### config.mk
export PLATFORM = sky130hd
export DESIGN_NAME = div_map_gen
export DESIGN_NICKNAME = d
export VERILOG_FILES = /design/src/rtl/div_map_gen.sv
export SDC_FILE = /design/constraint.sdc
export NUM_CORES = 1
export LEC_CHECK = 0
export CAP_MARGIN = 20
export CORE_ASPECT_RATIO = 2
export CORE_MARGIN = 2
export CORE_UTILIZATION = 29
export DETAILED_ROUTE_END_ITERATION = 8
export GPL_ROUTABILITY_DRIVEN = 0
export PLACE_DENSITY = 0.57
export SETUP_SLACK_MARGIN = 0.1
export SLEW_MARGIN = 40
export SYNTH_ARGS = -nofsm -noshare
export SYNTH_HDL_FRONTEND = slang
export SYNTH_SLANG_ARGS = --single-unit
### constraint.sdc
create_clock -name clk -period 5.36 [get_ports clk]
set_input_delay 1.072 -clock clk [delete_from_list [all_inputs] [get_ports clk]]
set_output_delay 1.072 -clock clk [all_outputs]
set_load 0.01 [all_outputs]
### src/rtl/div_map_gen.sv
// Equalisation-map generator: scans 64 CDF words, then writes 64 map words at 128+k and pulses done.
// Start->done is 256 + sum(3 + entries + 1 per word) + 1 cycles, with no backpressure. Define DIV_ROUND_EN for round-to-nearest.
module div_map_gen #(
  parameter int CNT_W  = 16,
  parameter int RD_LAT = 2
) (
  input  logic         clk,
  input  logic         reset,
  input  logic         cdf_sc_mem_wt_done,
  input  logic [127:0] sc_mem_rd_data,
  output logic [15:0]  div_sc_mem_rd_addr,
  output logic [15:0]  div_sc_mem_wt_addr,
  output logic [127:0] div_sc_mem_wt_data,
  output logic         div_sc_mem_wt_en,
  output logic         div_sc_mem_wt_done,
  output logic         div_InProgress
);

  localparam int NW = CNT_W + 8;
  localparam int WW = (RD_LAT > 1) ? $clog2(RD_LAT) : 1;

  typedef enum logic [3:0] {
    S_IDLE, S_SCAN_RD, S_SCAN_WAIT, S_SCAN_CHK, S_CALC_RD, S_CALC_WAIT,
    S_DIV_LOAD, S_DIV_RUN, S_DIV_NEXT, S_WRITE, S_COMPLETE
  } state_t;

  state_t           state_q;
  logic [WW-1:0]    wait_q;
  logic [15:0]      rd_addr_q;
  logic [15:0]      wt_addr_q;
  logic [127:0]     wt_data_q;
  logic [127:0]     word_q;
  logic [127:0]     out_q;
  logic             wt_en_q;
  logic             done_q;
  logic             busy_q;
  logic             min_found_q;
  logic             sat_q;
  logic [CNT_W-1:0] cdf_min_q;
  logic [CNT_W-1:0] total_q;
  logic [1:0]       ent_q;
  logic [2:0]       bit_q;
  logic [NW-1:0]    rem_q;
  logic [7:0]       quo_q;

  logic [CNT_W-1:0] cur_cdf_d;
  logic [CNT_W-1:0] diff_d;
  logic [CNT_W-1:0] den_d;
  logic [CNT_W-1:0] scan_min_d;
  logic [NW-1:0]    num_d;
  logic [NW-1:0]    trial_d;
  logic             skip_d;
  logic             sat_d;
  logic             ge_d;
  logic             scan_hit_d;
  logic [7:0]       res_d;

  // Only the low CNT_W bits of each field carry count information.
  logic unused_rd_bits;
  assign unused_rd_bits = ^sc_mem_rd_data;

  always_comb begin
    cur_cdf_d = '0;
    case (ent_q)
      2'd0:    cur_cdf_d = word_q[96 +: CNT_W];
      2'd1:    cur_cdf_d = word_q[64 +: CNT_W];
      2'd2:    cur_cdf_d = word_q[32 +: CNT_W];
      default: cur_cdf_d = word_q[0 +: CNT_W];
    endcase
    den_d  = total_q - cdf_min_q;
    diff_d = cur_cdf_d - cdf_min_q;
    skip_d = (cur_cdf_d < cdf_min_q) || (den_d == '0);
`ifdef DIV_ROUND_EN
    num_d = {diff_d, 8'd0} - {8'd0, diff_d} + {8'd0, (den_d >> 1)};
    sat_d = (num_d >= {den_d, 8'd0});
`else
    num_d = {diff_d, 8'd0} - {8'd0, diff_d};
    sat_d = 1'b0;
`endif
    trial_d = {8'd0, den_d} << bit_q;
    ge_d    = (rem_q >= trial_d);
    res_d   = sat_q ? 8'hFF : quo_q;

    // First nonzero field in index order within the word being scanned.
    scan_hit_d = 1'b0;
    scan_min_d = '0;
    for (int e = 0; e < 4; e++) begin
      if (!scan_hit_d && (sc_mem_rd_data[96 - 32*e +: CNT_W] != '0)) begin
        scan_hit_d = 1'b1;
        scan_min_d = sc_mem_rd_data[96 - 32*e +: CNT_W];
      end
    end
  end

  always_ff @(posedge clk or negedge reset) begin
    if (!reset) begin
      state_q     <= S_IDLE;
      wait_q      <= '0;
      rd_addr_q   <= '0;
      wt_addr_q   <= '0;
      wt_data_q   <= '0;
      word_q      <= '0;
      out_q       <= '0;
      wt_en_q     <= 1'b0;
      done_q      <= 1'b0;
      busy_q      <= 1'b0;
      min_found_q <= 1'b0;
      sat_q       <= 1'b0;
      cdf_min_q   <= '0;
      total_q     <= '0;
      ent_q       <= '0;
      bit_q       <= '0;
      rem_q       <= '0;
      quo_q       <= '0;
    end else begin
      wt_en_q <= 1'b0;
      done_q  <= 1'b0;
      case (state_q)
        S_IDLE: begin
          if (cdf_sc_mem_wt_done) begin
            busy_q      <= 1'b1;
            rd_addr_q   <= '0;
            cdf_min_q   <= '0;
            min_found_q <= 1'b0;
            state_q     <= S_SCAN_RD;
          end
        end
        S_SCAN_RD: begin
          wait_q  <= WW'(RD_LAT - 1);
          state_q <= S_SCAN_WAIT;
        end
        S_SCAN_WAIT: begin
          if (wait_q == '0) state_q <= S_SCAN_CHK;
          else              wait_q  <= wait_q - WW'(1);
        end
        S_SCAN_CHK: begin
          if (!min_found_q && scan_hit_d) begin
            cdf_min_q   <= scan_min_d;
            min_found_q <= 1'b1;
          end
          if (rd_addr_q[5:0] == 6'd63) begin
            total_q   <= sc_mem_rd_data[0 +: CNT_W];
            rd_addr_q <= '0;
            state_q   <= S_CALC_RD;
          end else begin
            rd_addr_q <= rd_addr_q + 16'd1;
            state_q   <= S_SCAN_RD;
          end
        end
        S_CALC_RD: begin
          wait_q  <= WW'(RD_LAT - 1);
          state_q <= S_CALC_WAIT;
        end
        S_CALC_WAIT: begin
          if (wait_q == '0) begin
            word_q  <= sc_mem_rd_data;
            ent_q   <= '0;
            state_q <= S_DIV_LOAD;
          end else begin
            wait_q <= wait_q - WW'(1);
          end
        end
        S_DIV_LOAD: begin
          quo_q <= '0;
          rem_q <= num_d;
          bit_q <= 3'd7;
          if (skip_d) begin
            sat_q   <= 1'b0;
            state_q <= S_DIV_NEXT;
          end else begin
            sat_q   <= sat_d;
            state_q <= S_DIV_RUN;
          end
        end
        S_DIV_RUN: begin
          // Restoring divide: quotient bits shift in MSB first.
          quo_q <= {quo_q[6:0], ge_d};
          if (ge_d) rem_q <= rem_q - trial_d;
          if (bit_q == 3'd0) state_q <= S_DIV_NEXT;
          else               bit_q   <= bit_q - 3'd1;
        end
        S_DIV_NEXT: begin
          out_q <= {out_q[95:0], 24'd0, res_d};
          if (ent_q == 2'd3) begin
            state_q <= S_WRITE;
          end else begin
            ent_q   <= ent_q + 2'd1;
            state_q <= S_DIV_LOAD;
          end
        end
        S_WRITE: begin
          wt_en_q   <= 1'b1;
          wt_addr_q <= 16'd128 + rd_addr_q;
          wt_data_q <= out_q;
          if (rd_addr_q[5:0] == 6'd63) begin
            state_q <= S_COMPLETE;
          end else begin
            rd_addr_q <= rd_addr_q + 16'd1;
            state_q   <= S_CALC_RD;
          end
        end
        S_COMPLETE: begin
          done_q  <= 1'b1;
          busy_q  <= 1'b0;
          state_q <= S_IDLE;
        end
        default: state_q <= S_IDLE;
      endcase
    end
  end

  assign div_sc_mem_rd_addr = rd_addr_q;
  assign div_sc_mem_wt_addr = wt_addr_q;
  assign div_sc_mem_wt_data = wt_data_q;
  assign div_sc_mem_wt_en   = wt_en_q;
  assign div_sc_mem_wt_done = done_q;
  assign div_InProgress     = busy_q;

endmodule

== Word level (Yosys, flattened, before mapping) ==
Index checks and enable logic that the tools add are counted.
Word-level totals
  flip-flop bits (word level): 286
  latch bits: 0
  bits in writable memories: 0
  bits in read-only memories: 0
  output and inout port bits: 163
  logic and storage cells: 128
  memories kept: 0
Operators by class
  add/sub/neg operators: 9
  multiply operators: 0
  div/mod/pow operators: 0
  order comparisons: 2
  equality and inequality tests: 23
  shift operators: 1
  muxes and demuxes: 41
  bitwise gates (word level): 1
  reductions and logical operators: 34
Operators by type and width (number)
  2-to-1 mux 16 bit: 8
  one-hot mux 16 bit (3 select lines): 2
  nonzero test 16 bit: 4
  one-hot mux 24 bit (2 select lines): 1
  one-hot mux 4 bit (10 select lines): 1
  one-hot mux 16 bit (2 select lines): 1
  subtractor 16 bit: 2
  2-to-1 mux 4 bit: 7
  greater-or-equal comparator 24 bit: 1
  2-to-1 mux 24 bit: 1
  << shifter 16 x 3 -> 24 bit: 1
  subtractor 24 x 16 -> 24 bit: 1
  subtractor 24 bit: 1
  inequality test 2 bit, second input constant: 9
  adder 16 x 1 -> 16 bit, second input constant: 1
  adder 8 x 16 -> 16 bit, first input constant: 1
  equality test 4 x 3 -> 1 bit, second input constant: 4
  zero test 16 bit: 1
  < comparator 16 bit: 1
  one-hot mux 8 bit (2 select lines): 1
  equality test 4 bit, second input constant: 3
  2-to-1 mux 1 bit: 10
  AND reduction 2 bit: 5
  nonzero test 2 bit: 5
  other kinds (24): 39

== Logic depth before layout (Yosys ltp) ==
Gate-level depths: netlist (run 1).
  depth in word-level cells: 14
  depth in mapped cells: 28

== Worst setup path before layout (run 1) ==
Ideal clock, no wire load.
  path type: reg2reg
  from: reg ent_q[0]
  to: reg rem_q[21]
  library setup time: 78 ps
  arrival time: 5139 ps
  slack: 143 ps
  stages on the path, launching flop included: 23
  buffers on the path: 2
  clock period less this slack: 5217 ps
  cell sequence: dfrtp_1 ha_1 inv_1 clkbuf_1 clkbuf_1 o21ai_0 ha_1 fa_1 nor2b_1 o2111ai_1 o211ai_1 a31o_2 xor2_1 inv_1 ha_1 nand4_1 or4_1 o311ai_2 a311oi_1 a211oi_2 a21oi_1 mux2_1 a21oi_1
Between the ends
  word-level cells in the longest chain between the ends: 5
  elaborated cells between the ends (all ways): 7
  those cells by class: 2 x add/sub; 2 x eq/ne; 2 x mux; 1 x reduce/logical
Ends and longest elaborated chain
  start, declared: line 41  | logic [1:0] ent_q;
  start signal, assigned: line 187  | ent_q <= ent_q + 2'd1;
  equality test 2 bit, or another cell as far along: line 64  | case (ent_q)
  one-hot mux 16 bit (3 select lines) (*): line 64
  subtractor 16 bit (*): line 71  | diff_d = cur_cdf_d - cdf_min_q;
  subtractor 24 x 16 -> 24 bit (*): line 77  | num_d = {diff_d, 8'd0} - {8'd0, diff_d};
  one-hot mux 24 bit (2 select lines) (*): line 118  | case (state_q)
  end signal, assigned: line 165  | rem_q <= num_d;
  end signal, assigned: line 178  | if (ge_d) rem_q <= rem_q - trial_d;
  end, declared: line 43  | logic [NW-1:0] rem_q;
Every way passes the cells marked *; elsewhere a longest branch is shown, timed or not.
A chain may end at the register's enable or synchronous reset.

== Worst setup path after layout (run 1) ==
  from: reg total_q[0]
  to: reg rem_q[21]
Between the ends
  word-level cells in the longest chain between the ends: 5
  elaborated cells between the ends (all ways): 8
  those cells by class: 2 x add/sub; 1 x order compare; 1 x eq/ne; 1 x shift; 2 x mux; 1 x reduce/logical
Ends and longest elaborated chain
  start, declared: line 40  | logic [CNT_W-1:0] total_q;
  start signal, assigned: line 142  | total_q <= sc_mem_rd_data[0 +: CNT_W];
  subtractor 16 bit (*): line 70  | den_d = total_q - cdf_min_q;
  << shifter 16 x 3 -> 24 bit (*): line 80  | trial_d = {8'd0, den_d} << bit_q;
  subtractor 24 bit or greater-or-equal comparator 24 bit (tied branches): line 178, 81
  2-to-1 mux 24 bit or inequality test 2 bit (tied branches)
  one-hot mux 24 bit (2 select lines) or AND reduction 2 bit (tied branches)
Every way passes the cells marked *; elsewhere a longest branch is shown, timed or not. The select of a mux whose other input is x is not followed.

==> impl_metrics.ini, run 1 <==
[logic_synthesis]
netlist_area_mm2 = 0.0150
synth_seq_cells = 238
ys_dominant_reg_cell = dfrtp_1
yosys-top-cells-count = nand2_1 (243), dfrtp_1 (238), mux2_2 (112), nor2_1 (104), buf_4 (97)
synth_largest_area_cell = dfrtp_1
synth_most_common_cell = nand2_1
yosysWarnings = 0
synth_seq_area_share = 0.398
synth_top_area_share = 0.398
synth_edf_count = 0
synthArstFlopShare = 1.00
synth_area_leaders = dfrtp_1 (40%), mux2_2 (8.4%), nand2_1 (6.1%)
yosys.cell_types.count = 77
netlist_instances = 1605
avgSynthCellArea_um2 = 9.33

[hold_path]
hold_start = out_q[100]
hold_path_class = reg2reg

[clocking]
insertion_delay_ns = 0.55
clkSinkCount = 238
holdBufCountCts = 0
clock-root-buffer = clkbuf_16
cts_buffers = 24
cts_tree = done
htreeDepth = 1
clkTransAtPathRegs_ns = 0.07
clockBufferDepth = 3

[global_routing]
grt_pass1_vias = 12900
track_usage = 0.162
overflow = 0
grt_max_degree = 83
grt_pass1_wl_um = 68300
antenna_found_initial = 1

[timing]
fin_ws_ns = 0.222
final_hold_viol_count = 0
post-route-period-util = 0.959
maxSlewViolCount = 0
max_freq_mhz = 195
setup_viol = 0
tns_ns = 0
maxSlewHeadroom = 0.367
tightestPinTransition_ns = 0.940
rsz0062_at_grt = true
fin_crit_ns = 5.14
fin_worst_skew_ns = 0.0152

[status]
status = finished, final reports clean

[drt]
ant_nets = 0
wl_per_cell_um = 17.5
wl_um = 44000
drc = 0
dr.pass1.iters = 5
vias = 12500
vias_per_cell = 4.98
drt_iter0_markers = 580

[placement]
port_buffers = 133
dp.cells = 2452
dpl.hpwl_um = 34400
dpl_worst_slack_ns = 0.0164
placed_area_mm2 = 0.0175

[worst_setup_path]
reg2reg_slack_ns = 0.22
path_max_fanout = 5
setup.worst_path.class = reg2reg
cp-startpoint = total_q[0]
worstSetupEndpointType = register
critPathSlowestCell = or4_1
r2r-start = total_q[0]
crit_path_max_incr_delay_ns = 0.44
critPathLaunchType = register
worstPathArrival_ns = 5.56
required_ns = 5.78

[final_layout]
layout-drive-gt1-share = 0.199
instances_no_fill = 2512
final_net_count = 2044
fillers = 5211
final_area_mm2 = 0.0187
syn_to_final_growth_pct = 25.0
num_antenna_cells = 0

[floorplanning]
die-area_mm2 = 0.0536
start_util = 0.294
chipHeight_um = 325
num_rows = 117
die_w_um = 165
io_pins = 294
coreArea_mm2 = 0.0509

[flow_run]
maxCapViolCount = 0
-- flip-flops by register name, summed over array words and instances (netlist names), 2 cells and up --
register            flops
div_sc_mem_wt_data     32
state_q                 4
div_sc_mem_rd_addr     16
word_q                 64
total_q                16
cdf_min_q              16
ent_q                   2
div_sc_mem_wt_addr     16
bit_q                   3
quo_q                   8
rem_q                  24
out_q                  32
-- kinds of logic after synthesis --
family,synth area share
xor gates and xnor gates,0.0421
adders and majority gates,0.0623
and+or+nand+nor,0.152
AOI/OAI and AO/OA,0.159
DFF,0.398
other,0.000250
muxes,0.108
buffers and inverters,0.0787
-- worst max-delay path, delay by kind of cell (launching register included) --
kind / cells / cell delay [ns]
compound gates: 13 / 2.04
fa+ha+maj: 3 / 0.72
buf+inv: 5 / 0.71
flops: 1 / 0.37
mux: 2 / 0.34
simple gates: 5 / 0.82
-- cell type report --
cell class	instances	area, um^2	area share
well taps	654	818	0.0437
clock inverters	10	66.3	0.00354
clock buffers	33	686	0.0366
repair buffers	279	2510	0.134
multi-input cells	1245	8480	0.453
flip-flops and latches	238	5960	0.318
inverters	53	199	0.0106
-- per-stage QoR --
stage / hold WS (ns) / util
2_1_floorplan: 0.435 / -
3_3_place_gp: 0.451 / 0.344
3_5_place_dp: 0.457 / 0.344
4_1_cts: 0.473 / 0.360
5_1_grt: 0.498 / 0.367
6_report: 0.470 / 0.367
-- cells in the final DEF (no fill, tap or decap), types with 20 or more instances in the layout --
cell type / netlist / routed
buf_4: 97 / 135
mux2i_1: 34 / 33
dfrtp_1: 238 / 237
nor4_1: 22 / 21
nand2_1: 243 / 243
mux2_2: 112 / 112
a21oi_1: 88 / 84
ha_1: 69 / 60
xnor2_1: 37 / 34
clkbuf_16: 0 / 25
xor2_1: 35 / 32
o21ai_0: 84 / 76
inv_1: 52 / 48
clkdlybuf4s50_1: 0 / 132
conb_1: 1 / 96
a21o_1: 22 / 22
nand2b_1: 22 / 21
nor2_1: 104 / 103
nand3_1: 21 / 20
-- path summary, 6_finish.rpt --
check                                     endpoint  cells past startpoint
setup / recovery                         rem_q[21]                     28
hold / removal             div_sc_mem_wt_data[100]                      2
setup reg to reg                         rem_q[21]                     28
hold reg to reg            div_sc_mem_wt_data[100]                      2
max in group asynchronous    div_sc_mem_wt_data[4]                      2
min in group asynchronous               word_q[44]                      1
-- timing repair --
action	4_1_cts	5_1_grt
gates resized for setup	8	62
buffers inserted	4	12
endpoints found under the hold margin	0	0
gates cloned	0	1
endpoints found under the setup margin	19	23
pin swaps	3	37
-- per-layer routing --
metal / vias up / global-route usage / wire length (um)
li1: 5969 / - / -
met1: 6021 / 0.154 / 15000
met2: 393 / 0.315 / 24000
met3: 135 / 0.0150 / 1500
met4: 0 / 0.112 / 3480
met5: - / 0 / 0
Power of run 1 is not shown: default switching activity piles up to over one toggle a cycle in this logic, so the estimate is an artifact.
==> run 2: changes to the inputs <==
--- a/config.mk
+++ b/config.mk
@@ -6,11 +6,12 @@
 export NUM_CORES = 1
 export LEC_CHECK = 0
 export CAP_MARGIN = 20
-export CORE_ASPECT_RATIO = 2
+export CORE_ASPECT_RATIO = 1.75
 export CORE_MARGIN = 2
 export CORE_UTILIZATION = 29
 export DETAILED_ROUTE_END_ITERATION = 8
 export GPL_ROUTABILITY_DRIVEN = 0
+export MAX_ROUTING_LAYER = met4
 export PLACE_DENSITY = 0.57
 export SETUP_SLACK_MARGIN = 0.1
 export SLEW_MARGIN = 40
==> run 2 against run 1 <==
Flip-flop and latch count is the same. Largest cell class unchanged. Wire length shrank 2.1%. Global-route usage grew 0.15 points. Worst hold slack lost 0.088 ns. Non-clock buffer count shrank 34. Utilization shrank 0.51 points. Setup slack lost 0.040 ns. First-iteration DRC count grew 36%. Sequential share of layout area grew 0.30 points. Critical path depth shrank 6. Register-to-register slack lost 0.04 ns.
==> impl_metrics.ini, run 2 (synthesis gave the netlist of run 1 again) <==
[placement]
dp.cells = 2438
port_buffers = 133
dpl.hpwl_um = 33000

[drt]
wl_um = 43000
wl_met1_um = 15500
ant_nets = 0
drc = 0
wl_per_cell_um = 17.2
vias_per_cell = 4.92
dr_wl_met3_um = 1320
wl_met2_um = 24100
drt_iter0_markers = 787
top_layer_used = met4
vias = 12300
dr.pass1.iters = 5

[timing]
max_freq_mhz = 193
rsz0062_at_grt = true
final_hold_viol_count = 0
maxSlewHeadroom = 0.456
fin_crit_ns = 5.18
maxSlewViolCount = 0
fin_worst_skew_ns = 0.0260
post-route-period-util = 0.966
tightestPinTransition_ns = 0.816
setup_viol = 0

[final_layout]
final_net_count = 2011
final_cell_mix = nand2_1 (243), dfrtp_1 (236), clkdlybuf4s50_1 (132)
layout_commonest_cell = nand2_1
syn_to_final_growth_pct = 23.9
largest_reg_flops = 64
regArea_mm2 = 0.00596
multi_input_area_mm2 = 0.00842
num_antenna_cells = 0
instances_no_fill = 2498
top_register = word_q
layout-drive-gt1-share = 0.185
fillers = 5164

[global_routing]
antenna_found_initial = 0
grt_pass1_vias = 12400
grt_max_degree = 104
track_usage = 0.163
overflow = 0
grt_pass1_wl_um = 68000

[floorplanning]
start_util = 0.292
io_pins = 294
die_w_um = 176
chipHeight_um = 305
coreArea_mm2 = 0.0512
die-area_mm2 = 0.0535
num_rows = 110

[clocking]
insertion_delay_ns = 0.56
cts_tree = done
cts_buffers = 25
clkSinkCount = 238
clkTransAtPathRegs_ns = 0.07
clock-root-buffer = clkbuf_16
htreeDepth = 1
clockBufferDepth = 3

[worst_setup_path]
worst-path-buf-inv = 4
crit_family = compound AO/OA/AOI/OAI gates
critPathLaunchType = register
cp_cell_sequence = inv_2 > ha_4 > buf_6 > a222oi_1 > a21oi_1 > ha_1 > nor2b_4 > o2111ai_2 > o211ai_1 > a31o_2 > xor2_2 > inv_2 > ha_4 > nand4_1 > or4_4 > o311ai_4 > a311oi_2 > a211oi_2 > buf_4 > a211oi_2 > xor2_1 > o221ai_1
required_ns = 5.79
path_max_fanout = 8
critPathSlowestCell = or4_4
worstPathArrival_ns = 5.61
worstSetupEndpointType = register
crit_path_max_incr_delay_ns = 0.52
setup.worst_path.class = reg2reg

[hold_path]
hold_path_class = in2async

[flow_run]
maxCapViolCount = 0

[status]
status = finished, final reports clean
## run 2: cell count changes in the layout (fill, tap and decap cells not counted), sizes merged
cell / previous run / this run
buf: 146 / 113
bufinv: 0 / 4
clkinv: 7 / 5
clkinvlp: 2 / 0
inv: 54 / 56
clkbuf: 34 / 33
## run 2: repair_timing
| item | in CTS | in global routing |
|---|---|---|
| setup buffers | 0 | 14 |
| pin swaps | 1 | 27 |
| gates cloned | 0 | 0 |
| gates resized for setup | 3 | 50 |
| endpoints found under the setup margin | 3 | 24 |
| hold buffers | 0 | 0 |
| hold endpoints to repair | 0 | 0 |
## run 2: layout make-up
cell class / count / area share
clock buffers: 33 / 0.0380
clock inverters: 12 / 0.0105
inverters: 53 / 0.0109
multi-input cells: 1245 / 0.454
flip-flops and latches: 238 / 0.321
well taps: 672 / 0.0453
repair buffers: 245 / 0.120
## run 2: worst paths after layout
| kind | start | endpoint | slack [ns] | depth (start not counted) |
|---|---|---|---|---|
| max reg2reg | ent_q[1] | rem_q[23] | 0.18 | 22 |
| max in group asynchronous | reset | cdf_min_q[6] | 3.69 | 3 |
| min in group clk | out_q[100] | div_sc_mem_wt_data[100] | 0.47 | 2 |
| max | ent_q[1] | rem_q[23] | 0.18 | 22 |
| min | reset | div_sc_mem_wt_data[70] | 0.38 | 1 |
| min reg2reg | out_q[100] | div_sc_mem_wt_data[100] | 0.47 | 2 |
## run 2: routing by layer
layer	GRT usage	vias up
met5	-	-
met4	0.0696	0
met3	0.0132	84
met2	0.317	335
met1	0.164	5967
li1	-	5903
## run 2: through the flow
stage                     utilization  area (um^2)  worst slack [ns]  hold WS [ns]  TNS, ns
after floorplan                     -        15300             0.143         0.435        0
after global placement          0.338        17300             0.120         0.446        0
after detailed placement        0.338        17300             0.104         0.454        0
after CTS                       0.356        18200             0.113         0.469        0
after global routing            0.362        18600           -0.0629         0.378   -0.105
final                           0.362        18600             0.182         0.381        0
Power of run 2 is left out for the same reason.
